===== config.mk =====
export PLATFORM = sky130hd
export DESIGN_NAME = lsu_pipelined_flat
export DESIGN_NICKNAME = d
export VERILOG_FILES = /design/src/rtl/lsu_pipelined_pkg.sv /design/src/rtl/lsu_pipelined_if.sv /design/src/rtl/lsu_pipelined_meta_fifo.sv /design/src/rtl/lsu_pipelined.sv /design/src/flat_wrapper.sv
export SDC_FILE = /design/constraint.sdc
export NUM_CORES = 1
export LEC_CHECK = 0
export ABC_AREA = 0
export ABC_CLOCK_PERIOD_IN_PS = 3620
export BUFFER_PORTS_ARGS = -buffer_cell sky130_fd_sc_hd__buf_4
export CELL_PAD_IN_SITES_DETAIL_PLACEMENT = 1
export CELL_PAD_IN_SITES_GLOBAL_PLACEMENT = 1
export CORE_MARGIN = 4
export CORE_UTILIZATION = 37
export CTS_BUF_LIST = sky130_fd_sc_hd__clkbuf_8
export DETAILED_ROUTE_END_ITERATION = 6
export PLACE_DENSITY = 0.93
export SETUP_SLACK_MARGIN = 0.3
export SLEW_MARGIN = 20
export SYNTH_ARGS = -nofsm -noshare
export SYNTH_HDL_FRONTEND = slang
export SYNTH_HIERARCHICAL = 1
export SYNTH_SLANG_ARGS = --single-unit

===== constraint.sdc =====
create_clock -name clk -period 3.62 [get_ports clk]
set_input_delay 0.181 -clock clk [delete_from_list [all_inputs] [get_ports clk]]
set_output_delay 0.181 -clock clk [all_outputs]
set_load 0.005 [all_outputs]

===== src/rtl/lsu_pipelined_pkg.sv =====
// rtl/lsu_pipelined_pkg.sv - shared size codes, response metadata and load-alignment helper
package lsu_pipelined_pkg;

    localparam logic [1:0] MEM_B = 2'b00;
    localparam logic [1:0] MEM_H = 2'b01;
    localparam logic [1:0] MEM_W = 2'b10;
    localparam logic [1:0] MEM_D = 2'b11;

    // Everything needed to shape a read response once it returns
    typedef struct packed {
        logic [2:0] offset;   // byte offset within the bus word
        logic [2:0] opcode;   // {unsigned, size[1:0]}
    } lsu_meta_t;

    // Works on a 64-bit view of the bus word; narrower buses zero-extend in and truncate out
    function automatic logic [63:0] lsu_align_load(input logic [63:0] word, input lsu_meta_t meta);
        logic [63:0] sh;
        logic [63:0] res;
        sh = word >> {meta.offset, 3'b000};
        case (meta.opcode[1:0])
            MEM_B:   res = meta.opcode[2] ? {56'b0, sh[7:0]}  : {{56{sh[7]}},  sh[7:0]};
            MEM_H:   res = meta.opcode[2] ? {48'b0, sh[15:0]} : {{48{sh[15]}}, sh[15:0]};
            MEM_W:   res = meta.opcode[2] ? {32'b0, sh[31:0]} : {{32{sh[31]}}, sh[31:0]};
            default: res = sh;
        endcase
        return res;
    endfunction

endpackage


===== src/rtl/lsu_pipelined_if.sv =====
// rtl/lsu_pipelined_if.sv - Avalon-style data bus between the LSU and memory
interface lsu_pipelined_if #(
    parameter int DATA_WIDTH = 32,
    parameter int ADDR_WIDTH = 32
);
    logic                    dbus_read;
    logic                    dbus_write;
    logic [ADDR_WIDTH-1:0]   dbus_address;
    logic [DATA_WIDTH-1:0]   dbus_writedata;
    logic [DATA_WIDTH/8-1:0] dbus_byte_enable;
    logic                    dbus_waitrequest;
    logic [DATA_WIDTH-1:0]   dbus_readdata;
    logic                    dbus_readdatavalid;

    modport master (
        output dbus_read, dbus_write, dbus_address, dbus_writedata, dbus_byte_enable,
        input  dbus_waitrequest, dbus_readdata, dbus_readdatavalid
    );

    modport slave (
        input  dbus_read, dbus_write, dbus_address, dbus_writedata, dbus_byte_enable,
        output dbus_waitrequest, dbus_readdata, dbus_readdatavalid
    );
endinterface


===== src/rtl/lsu_pipelined_meta_fifo.sv =====
// rtl/lsu_pipelined_meta_fifo.sv - in-order metadata FIFO for outstanding reads
module lsu_pipelined_meta_fifo #(
    parameter int WIDTH = 6,
    parameter int DEPTH = 4,
    localparam int PW = (DEPTH > 1) ? $clog2(DEPTH) : 1,
    localparam int CW = $clog2(DEPTH + 1)
) (
    input  logic             clk,
    input  logic             rst,
    input  logic             push,
    input  logic [WIDTH-1:0] push_data,
    input  logic             pop,
    output logic [WIDTH-1:0] pop_data,
    output logic             full,
    output logic             empty,
    output logic [CW-1:0]    count
);

    logic [WIDTH-1:0] mem [DEPTH];
    logic [PW-1:0]    wr_ptr;
    logic [PW-1:0]    rd_ptr;
    logic             do_push;
    logic             do_pop;

    function automatic logic [PW-1:0] next_ptr(input logic [PW-1:0] p);
        return (p == PW'(DEPTH - 1)) ? '0 : p + PW'(1);
    endfunction

    // Full/empty come from the registered count, so a same-cycle pop never frees a slot for a push
    always_comb begin
        full     = (count == CW'(DEPTH));
        empty    = (count == '0);
        do_push  = push & ~full;
        do_pop   = pop & ~empty;
        pop_data = mem[rd_ptr];
    end

    // Pointer and occupancy bookkeeping
    always_ff @(posedge clk or negedge rst) begin
        if (!rst) begin
            wr_ptr <= '0;
            rd_ptr <= '0;
            count  <= '0;
        end else begin
            if (do_push) wr_ptr <= next_ptr(wr_ptr);
            if (do_pop)  rd_ptr <= next_ptr(rd_ptr);
            case ({do_push, do_pop})
                2'b10:   count <= count + CW'(1);
                2'b01:   count <= count - CW'(1);
                default: count <= count;
            endcase
        end
    end

    // Storage needs no reset; entries are only read after being written
    always_ff @(posedge clk) begin
        if (do_push) mem[wr_ptr] <= push_data;
    end

endmodule


===== src/rtl/lsu_pipelined.sv =====
// rtl/lsu_pipelined.sv - load/store unit with pipelined variable-latency bus reads
module lsu_pipelined
    import lsu_pipelined_pkg::*;
#(
    parameter int DATA_WIDTH      = 32,
    parameter int ADDR_WIDTH      = 32,
    parameter int MAX_OUTSTANDING = 4
) (
    input  logic                  clk,
    input  logic                  rst,
    input  logic                  lsu_mem_read,
    input  logic                  lsu_mem_write,
    input  logic [2:0]            lsu_mem_opcode,
    input  logic [ADDR_WIDTH-1:0] lsu_address,
    input  logic [DATA_WIDTH-1:0] lsu_writedata,
    output logic                  lsu_stall,
    lsu_pipelined_if.master       dbus,
    output logic [DATA_WIDTH-1:0] lsu_readdata,
    output logic                  lsu_readdatavalid,
    output logic                  lsu_pending,
    output logic                  lsu_exception_load_addr_misaligned,
    output logic                  lsu_exception_store_addr_misaligned
);

    localparam int BEW    = DATA_WIDTH / 8;
    localparam int OFFW   = $clog2(BEW);
    localparam int CNTW   = $clog2(MAX_OUTSTANDING + 1);
    localparam int META_W = $bits(lsu_meta_t);

    logic              misaligned;
    logic              accepted;
    logic              push;
    logic              pop;
    logic              fifo_full;
    logic              fifo_empty;
    logic [CNTW-1:0]   fifo_count;
    logic [OFFW-1:0]   offset;
    logic [BEW-1:0]    be_mask;
    lsu_meta_t         push_meta;
    logic [META_W-1:0] head_bits;
    lsu_meta_t         head_meta;
    logic [63:0]       resp_word;
    logic [63:0]       resp_aligned;
    logic [DATA_WIDTH-1:0] resp_data;

    assign offset = lsu_address[OFFW-1:0];

    // Alignment check: address must be a multiple of the access size
    always_comb begin
        misaligned = 1'b0;
        case (lsu_mem_opcode[1:0])
            MEM_B:   misaligned = 1'b0;
            MEM_H:   misaligned = lsu_address[0];
            MEM_W:   misaligned = |lsu_address[1:0];
            default: misaligned = |lsu_address[2:0];
        endcase
    end

    // Issue, handshake and stall; misaligned requests never reach the bus and never stall
    always_comb begin
        dbus.dbus_read   = lsu_mem_read & ~misaligned & ~fifo_full;
        dbus.dbus_write  = lsu_mem_write & ~misaligned;
        dbus.dbus_address = {lsu_address[ADDR_WIDTH-1:OFFW], {OFFW{1'b0}}};
        accepted  = (dbus.dbus_read | dbus.dbus_write) & ~dbus.dbus_waitrequest;
        lsu_stall = (lsu_mem_read | lsu_mem_write) & ~misaligned & ~accepted;
        push      = dbus.dbus_read & ~dbus.dbus_waitrequest;
        lsu_exception_load_addr_misaligned  = lsu_mem_read & misaligned;
        lsu_exception_store_addr_misaligned = lsu_mem_write & misaligned;
    end

    // Lane enables and store-data replication so memory can pick the item from any lane
    always_comb begin
        be_mask             = BEW'(1);
        dbus.dbus_writedata = lsu_writedata;
        case (lsu_mem_opcode[1:0])
            MEM_B: begin
                be_mask             = BEW'(1);
                dbus.dbus_writedata = {BEW{lsu_writedata[7:0]}};
            end
            MEM_H: begin
                be_mask             = BEW'(3);
                dbus.dbus_writedata = {(DATA_WIDTH/16){lsu_writedata[15:0]}};
            end
            MEM_W: begin
                be_mask             = BEW'(15);
                dbus.dbus_writedata = {(DATA_WIDTH/32){lsu_writedata[31:0]}};
            end
            default: begin
                be_mask             = BEW'(8'hFF);
                dbus.dbus_writedata = lsu_writedata;
            end
        endcase
        dbus.dbus_byte_enable = be_mask << offset;
    end

    assign push_meta.offset = 3'(offset);
    assign push_meta.opcode = lsu_mem_opcode;

    lsu_pipelined_meta_fifo #(
        .WIDTH (META_W),
        .DEPTH (MAX_OUTSTANDING)
    ) u_meta_fifo (
        .clk       (clk),
        .rst       (rst),
        .push      (push),
        .push_data (push_meta),
        .pop       (pop),
        .pop_data  (head_bits),
        .full      (fifo_full),
        .empty     (fifo_empty),
        .count     (fifo_count)
    );

    // A response with nothing outstanding is a bus protocol error and is simply dropped
    assign pop          = dbus.dbus_readdatavalid & ~fifo_empty;
    assign head_meta    = lsu_meta_t'(head_bits);
    assign resp_word    = 64'(dbus.dbus_readdata);
    assign resp_aligned = lsu_align_load(resp_word, head_meta);
    assign lsu_pending  = (fifo_count != '0);

    generate
        if (DATA_WIDTH == 64) begin : g_wide
            assign resp_data = resp_aligned;
        end else begin : g_narrow
            logic unused_hi;
            assign resp_data = resp_aligned[DATA_WIDTH-1:0];
            assign unused_hi = ^resp_aligned[63:DATA_WIDTH];
        end
    endgenerate

    // Registered load result: one pulse per popped response, data held between pulses
    always_ff @(posedge clk or negedge rst) begin
        if (!rst) begin
            lsu_readdatavalid <= 1'b0;
            lsu_readdata      <= '0;
        end else begin
            lsu_readdatavalid <= pop;
            if (pop) lsu_readdata <= resp_data;
        end
    end

endmodule


===== src/flat_wrapper.sv =====
// flat-port wrapper written by rule: the top's interface ports become plain ports
module lsu_pipelined_flat import lsu_pipelined_pkg::*;
#(
    parameter int DATA_WIDTH      = 32,
    parameter int ADDR_WIDTH      = 32,
    parameter int MAX_OUTSTANDING = 4
)
  (clk, rst, lsu_mem_read, lsu_mem_write, lsu_mem_opcode, lsu_address, lsu_writedata, lsu_stall, lsu_readdata, lsu_readdatavalid, lsu_pending, lsu_exception_load_addr_misaligned, lsu_exception_store_addr_misaligned, dbus_dbus_read, dbus_dbus_write, dbus_dbus_address, dbus_dbus_writedata, dbus_dbus_byte_enable, dbus_dbus_waitrequest, dbus_dbus_readdata, dbus_dbus_readdatavalid);
  lsu_pipelined_if #(.DATA_WIDTH(DATA_WIDTH), .ADDR_WIDTH(ADDR_WIDTH)) dbus_i ();
  input  logic clk;
  input  logic rst;
  input  logic lsu_mem_read;
  input  logic lsu_mem_write;
  input  logic [2:0] lsu_mem_opcode;
  input  logic [ADDR_WIDTH-1:0] lsu_address;
  input  logic [DATA_WIDTH-1:0] lsu_writedata;
  output logic lsu_stall;
  output logic [DATA_WIDTH-1:0] lsu_readdata;
  output logic lsu_readdatavalid;
  output logic lsu_pending;
  output logic lsu_exception_load_addr_misaligned;
  output logic lsu_exception_store_addr_misaligned;
  output wire logic [$bits(dbus_i.dbus_read)-1:0] dbus_dbus_read;
  output wire logic [$bits(dbus_i.dbus_write)-1:0] dbus_dbus_write;
  output wire logic [$bits(dbus_i.dbus_address)-1:0] dbus_dbus_address;
  output wire logic [$bits(dbus_i.dbus_writedata)-1:0] dbus_dbus_writedata;
  output wire logic [$bits(dbus_i.dbus_byte_enable)-1:0] dbus_dbus_byte_enable;
  input wire logic [$bits(dbus_i.dbus_waitrequest)-1:0] dbus_dbus_waitrequest;
  input wire logic [$bits(dbus_i.dbus_readdata)-1:0] dbus_dbus_readdata;
  input wire logic [$bits(dbus_i.dbus_readdatavalid)-1:0] dbus_dbus_readdatavalid;
  assign dbus_dbus_read = dbus_i.dbus_read;
  assign dbus_dbus_write = dbus_i.dbus_write;
  assign dbus_dbus_address = dbus_i.dbus_address;
  assign dbus_dbus_writedata = dbus_i.dbus_writedata;
  assign dbus_dbus_byte_enable = dbus_i.dbus_byte_enable;
  assign dbus_i.dbus_waitrequest = dbus_dbus_waitrequest;
  assign dbus_i.dbus_readdata = dbus_dbus_readdata;
  assign dbus_i.dbus_readdatavalid = dbus_dbus_readdatavalid;
  lsu_pipelined #(.DATA_WIDTH(DATA_WIDTH), .ADDR_WIDTH(ADDR_WIDTH), .MAX_OUTSTANDING(MAX_OUTSTANDING)) u_core (.clk(clk), .rst(rst), .lsu_mem_read(lsu_mem_read), .lsu_mem_write(lsu_mem_write), .lsu_mem_opcode(lsu_mem_opcode), .lsu_address(lsu_address), .lsu_writedata(lsu_writedata), .lsu_stall(lsu_stall), .dbus(dbus_i), .lsu_readdata(lsu_readdata), .lsu_readdatavalid(lsu_readdatavalid), .lsu_pending(lsu_pending), .lsu_exception_load_addr_misaligned(lsu_exception_load_addr_misaligned), .lsu_exception_store_addr_misaligned(lsu_exception_store_addr_misaligned));
endmodule

# == After elaboration in Yosys (flattened, before gate mapping) ==
# Memories as Yosys holds them, arrays and structs flattened.
# Cells that the tools add are included.
# totals
reg_bits,40
mem_bits_rw,20
input_bits,105
output_inout_bits,107
word_cells,58
memories,1
# classes
n_addsub,4
n_eq_ne,9
n_shift,2
muxes,11
bitwise,19
reduce_logical,7
# mem_list
name,depth,width,read_ports,rd_clocked_by_memory_dff,write_ports,line,source
u_core.u_meta_fifo.mem,4,5,1,0,1,lsu_pipelined_meta_fifo.sv:19,logic [WIDTH-1:0] mem [DEPTH];
# op_table
cell,n
$pmux 32 s3,1
$mux 32,2
$pmux 32 s2,1
$shr 32x6->32,1
$and 1x1->1,12
$eq 2x2->1 const B,5
$pmux 4 s2,1
$eq 2x1->1 const B,3
$pmux 3 s2,1
$not 1->1,5
$add 2x1->2 const B,2
$logic_not 2->1,2
$mux 2,2
$shl 4x2->4,1
$add 3x1->3 const B,1
$eq 3x3->1 const B,1
$logic_not 3->1,1
$pmux 1 s3,1
$reduce_bool 3->1,1
$reduce_or 3->1,1
$sub 3x1->3 const B,1
$mux 1,2
$or 1x1->1,2
$reduce_bool 2->1,1
$reduce_or 2->1,1

# == Depth between registers and ports, before layout ==
# depth
ltp_word,9
ltp_mapped,12
mapped_depth_nobuf,12

# == Cells and area by module ==
# The synthesis kept the hierarchy.
# modules_own_cells
mod,instances,cells_each,area_each_um2,seq_area_each_um2
lsu_pipelined,1,299,2641.3,825.8
lsu_pipelined_meta_fifo,1,74,1325.0,895.9

# == Worst setup path before layout ==
# No wires, ideal clock.
# synth_timing
kind,reg2reg
start,reg u_core.u_meta_fifo.count[0]
end,reg u_core.u_meta_fifo.count[2]
t_arrival_ns,2.272
t_required_ns,3.541
slack_ns,1.268
stages_incl_launch_ff,13
n_path_buf,0
synth_period_minus_slack_ns,2.352
path_cell_list,dfrtp_1 > or3b_4 > inv_1 > nor3b_1 > nor2b_1 > and2_4 > inv_1 > ha_1 > inv_1 > fa_1 > xor2_1 > nor2_1 > xor2_1
# synth_between
elab_chain_len,7
elab_cells_between_ends,15
classes_between,2 x add/sub; 3 x eq/ne; 1 x mux; 7 x bitwise; 2 x reduce/logical
# synth_rtl
item,line,source
from (decl),lsu_pipelined_meta_fifo.sv:16,output logic [CW-1:0] count
from (signal assigned),lsu_pipelined_meta_fifo.sv:48,2'b10: count <= count + CW'(1);
from (signal assigned),lsu_pipelined_meta_fifo.sv:49,2'b01: count <= count - CW'(1);
from (signal assigned),lsu_pipelined_meta_fifo.sv:50,default: count <= count;
$eq 3x3->1 *,lsu_pipelined_meta_fifo.sv:31,full = (count == CW'(DEPTH));
named net u_core.fifo_full,lsu_pipelined.sv:34,logic fifo_full;
$not 1->1 *,lsu_pipelined.sv:61,dbus.dbus_read = lsu_mem_read & ~misaligned & ~fifo_full;
$and 1x1->1 *,lsu_pipelined.sv:61,
named net dbus_dbus_read,flat_wrapper.sv:23,output wire logic [$bits(dbus_i.dbus_read)-1:0] dbus_dbus_read;
$and 1x1->1 *,lsu_pipelined.sv:66,push = dbus.dbus_read & ~dbus.dbus_waitrequest;
named net u_core.push,lsu_pipelined.sv:32,logic push;
$and 1x1->1 *,lsu_pipelined_meta_fifo.sv:33,do_push = push & ~full;
$eq 2x1->1 / $eq 2x2->1 (equally long branches),lsu_pipelined_meta_fifo.sv:47,"case ({do_push, do_pop})"
$pmux 3 s2 / $reduce_bool 2->1 (equally long branches),n/a,
# Mark *: on every way through the listed nets, which the timed path passes. The rest lies on a longest branch.
# A chain may end at the register's enable or synchronous reset.

# == Final worst setup path ==
# layout_timing
start,reg u_core.u_meta_fifo.rd_ptr[0]
end,reg u_core.lsu_readdata[28]
# layout_between
elab_chain_len,4
elab_cells_between_ends,8
classes_between,2 x eq/ne; 1 x shift; 3 x mux; 1 x reduce/logical; 1 x memory
# layout_rtl
item,line,source
from (decl),lsu_pipelined_meta_fifo.sv:21,logic [PW-1:0] rd_ptr;
from (signal assigned),lsu_pipelined_meta_fifo.sv:46,if (do_pop) rd_ptr <= next_ptr(rd_ptr);
$mem_v2 4x5 *,n/a,
named net u_core.head_bits[4],lsu_pipelined.sv:40,logic [META_W-1:0] head_bits;
$shr 32x6->32 *,lsu_pipelined_pkg.sv:19,"sh = word >> {meta.offset, 3'b000};"
$mux 32 (on tied branches),"lsu_pipelined_pkg.sv:22, lsu_pipelined_pkg.sv:21",
$pmux 32 s3 *,lsu_pipelined_pkg.sv:20,case (meta.opcode[1:0])
to (signal assigned),lsu_pipelined.sv:138,if (pop) lsu_readdata <= resp_data;
to (decl),lsu_pipelined.sv:18,"output logic [DATA_WIDTH-1:0] lsu_readdata,"
# Marked as above.

==> metrics <==
P_int=0.002035 W; CTS tree=done; CP Capture Type=flop; Vias=about 3300; Top FF cell, synth=dfrtp_1; H-tree depth=3; Mean Syn Cell Area=around 11 sq um; final period utilization=around three quarters; # port buffers=between 150 and 200; die width=roughly 110 um; synth warn=6; Setup crit start kind=flop; Max Clk Rate=approximately 0.37 GHz; final setup fails=0; register area=1722 sq um; Worst-Margin Slew=0.7332 ns; Core Util, Final=between 40 and 50%; cell count after synthesis=approximately 370; layout cells sized above 1=a little over two fifths; post_cts resized=0; register area share after synthesis=a little over two fifths; depth of the most critical reg-to-reg path=5; Initial Utilization=38.25%; # rows=37; vias per inst=about 5.3; async set-reset flop share out of synthesis=roughly 63%; post-route insts no fill=622; Placed Cells=between 600 and 700; CTS Buffer Depth=2; drc violations=0; drt total wl=between 10000 and 15000 um; total gr overflow=0; final worst path period need=2.740 ns; fill cell count=around 1200; commonest non-fill, non-tap cells in the layout=buf_4, o21ai_0, dfrtp_1; Num CTS Buffers=9; post-synth cell types=46; worst setup path startpoint=u_core/u_meta_fifo/rd_ptr[0]; Max Used Layer=met4; RSZ-0062 raised after global routing=no; commonest non-fill, non-tap cell in the layout=buf_4; largest net degree at the start of global routing=41; 1st-pass router iterations=4; Min-Delay Path Class=in -> reg; WS Path Type=reg -> reg; CTS root buf=clkbuf_8; die span in y=around 110 um; later-pin clock latency in the skew report=about 0.34 ns; reg2reg setup slack=0.88 ns; gpl congestion=~0.85; R2R Path End=u_core/lsu_readdata[28]; core area=approximately 10000 sq um; Req. time, crit path=between 3 and 4 ns; Ports=212; Logic pwr share=between 40% and 50%; PwrDens=656.5 nW/um^2; Sw Ratio=38.51%; Max Slew Vio Count=0; DR WL met2=~6300 um; vias in the first global route=between 3000 and 4000; CP max FO=33; Routed Antenna Nets=0; crit path DAT=approximately 3.0 ns; final hold vios=0; Met1 Routed Length=4447 um; number of synthesized register bits=64; Worst Clk Skew=approximately 0.0094 ns; initial antenna violation count=0; Final HPWL DP=9316 um; max-cap violations=0; crit path to=u_core/lsu_readdata[28]; part of the power in the clock network=between 10% and 20%; EDFF count, synth=24; die area=12440 sq um; number of nets in the layout=593; met3 WL=~1000 um; Total GRT Usage=between 10% and 20%; Sink Count=64; cell area after layout=slightly above 5000 sq um; VDD IR max=around 0.00024 V; setup TNS=0 ns; worst r2r src=u_core/u_meta_fifo/rd_ptr[0]; global-route wire length before repair=a little under 20000 um; Psw=approximately 0.0013 W; Starting DRT DRC Count=102; Mapped Area=~4000 sq um; Worst-path clk slew=~0.070 ns; WL/cell=19.41 um; final antenna diode count=0; slew margin rel.=about half; sequential share of power=35.4%; Area Overhead vs Synth=27.13%; Post-DP Area=4867 sq um; status=complete, no violations; leakage=~2.3 nW; multi-input logic area=roughly 1800 sq um
[logic make-up after synthesis]
family / count (synthesis) / share of synthesized area (%)
XOR/XNOR: 3 / 0.6626
multiplexers: 51 / 15.80
buffers and inverters: 74 / 12.15
other: 1 / 0.09455
adder cells (fa/ha/maj): 7 / 2.397
flip-flops: 64 / 43.41
AO/OA/AOI/OAI: 97 / 15.08
AND/OR/NAND/NOR: 76 / 10.41
[synth_stat cells, drive strengths merged (2+ instances only)]
cell type	n	area, sq um
nor3	5	36.29
nand2b	11	76.32
a21oi	10	50.05
nand2	20	75.07
a22oi	10	80.07
nor2b	8	50.05
mux2i	18	180.2
mux4	6	135.1
and2	3	21.27
a211o	7	61.31
nor2	18	70.07
a31oi	7	43.79
inv	12	45.04
dfrtp	40	1001
edfxtp	24	720.7
ha	6	75.07
a32o	7	70.07
xor2	2	17.52
o21ai	53	265.3
and3	4	30.03
buf	51	395.4
or3b	2	20.02
mux2	27	311.5
or3	2	12.51
clkbuf	11	41.29
[critical path, cell delays in order (launching register included)]
cell	delay [ns]
dfrtp_1	0.63
mux4_2	0.86
or3b_1	0.59
nor3_4	0.35
a22oi_1	0.12
o21ai_1	0.11
[flip-flops by register name, indices dropped and copies added (netlist names)]
| name | count |
|---|---|
| u_core/lsu_readdata | 32 |
| u_core/lsu_readdatavalid | 1 |
| u_core/u_meta_fifo/count | 3 |
| u_core/u_meta_fifo/mem | 24 |
| u_core/u_meta_fifo/rd_ptr | 2 |
| u_core/u_meta_fifo/wr_ptr | 2 |
[worst min path at each step]
stage	startpoint	end	slack, ns	cells past startpoint
after floorplan	rst	u_core/lsu_readdata[0]	-0.11	0
after global placement	rst	u_core/lsu_readdata[3]	0.19	1
after detailed placement	rst	u_core/lsu_readdata[3]	0.19	1
after CTS	lsu_mem_opcode[2]	u_core/u_meta_fifo/mem[2][2]	0.03	1
after global routing	lsu_mem_opcode[2]	u_core/u_meta_fifo/mem[2][2]	0.04	1
final	lsu_mem_opcode[2]	u_core/u_meta_fifo/mem[2][2]	0.05	1
[metal layers]
metal	global-route usage (%)	vias to the layer above
met1	22.18	1594
met4	8.354	0
met5	0	-
met2	33.53	164
met3	5.924	34
li1	-	1513
[per-stage QoR]
stage	total power, W	setup WS (ns)	hold slack (ns)
6_report	0.003310	0.8804	0.04508
5_1_grt	0.003564	0.6714	0.04115
4_1_cts	0.003338	0.8824	0.03486
3_5_place_dp	0.002799	0.9051	0.1926
3_3_place_gp	0.002692	1.016	0.1889
2_1_floorplan	0.002217	1.268	-0.1146
[power groups by stage]
stage | combinational, W | sequential (W) | clock [W]
finish | 0.00162 | 0.00117 | 0.000519
global route | 0.00178 | 0.00121 | 0.000568
CTS | 0.00163 | 0.00118 | 0.000531
detailed placement | 0.00161 | 0.00119 | 0
global placement | 0.00152 | 0.00117 | 0
floorplan | 0.00110 | 0.00112 | 0
[area by class of cell]
class / instances / share of cell area, %
well taps: 136 / 3.375
inverters: 12 / 0.8933
multi-input cells: 240 / 35.33
clock buffers: 10 / 2.730
repair buffers: 154 / 22.98
clock inverters: 6 / 0.5459
flip-flops and latches: 64 / 34.14
[what timing repair did]
action,4_1_cts,5_1_grt
endpoints found under the hold margin,40,0
hold buffers,1,0
setup buffers,0,0
(Power assumes the default switching activity.)
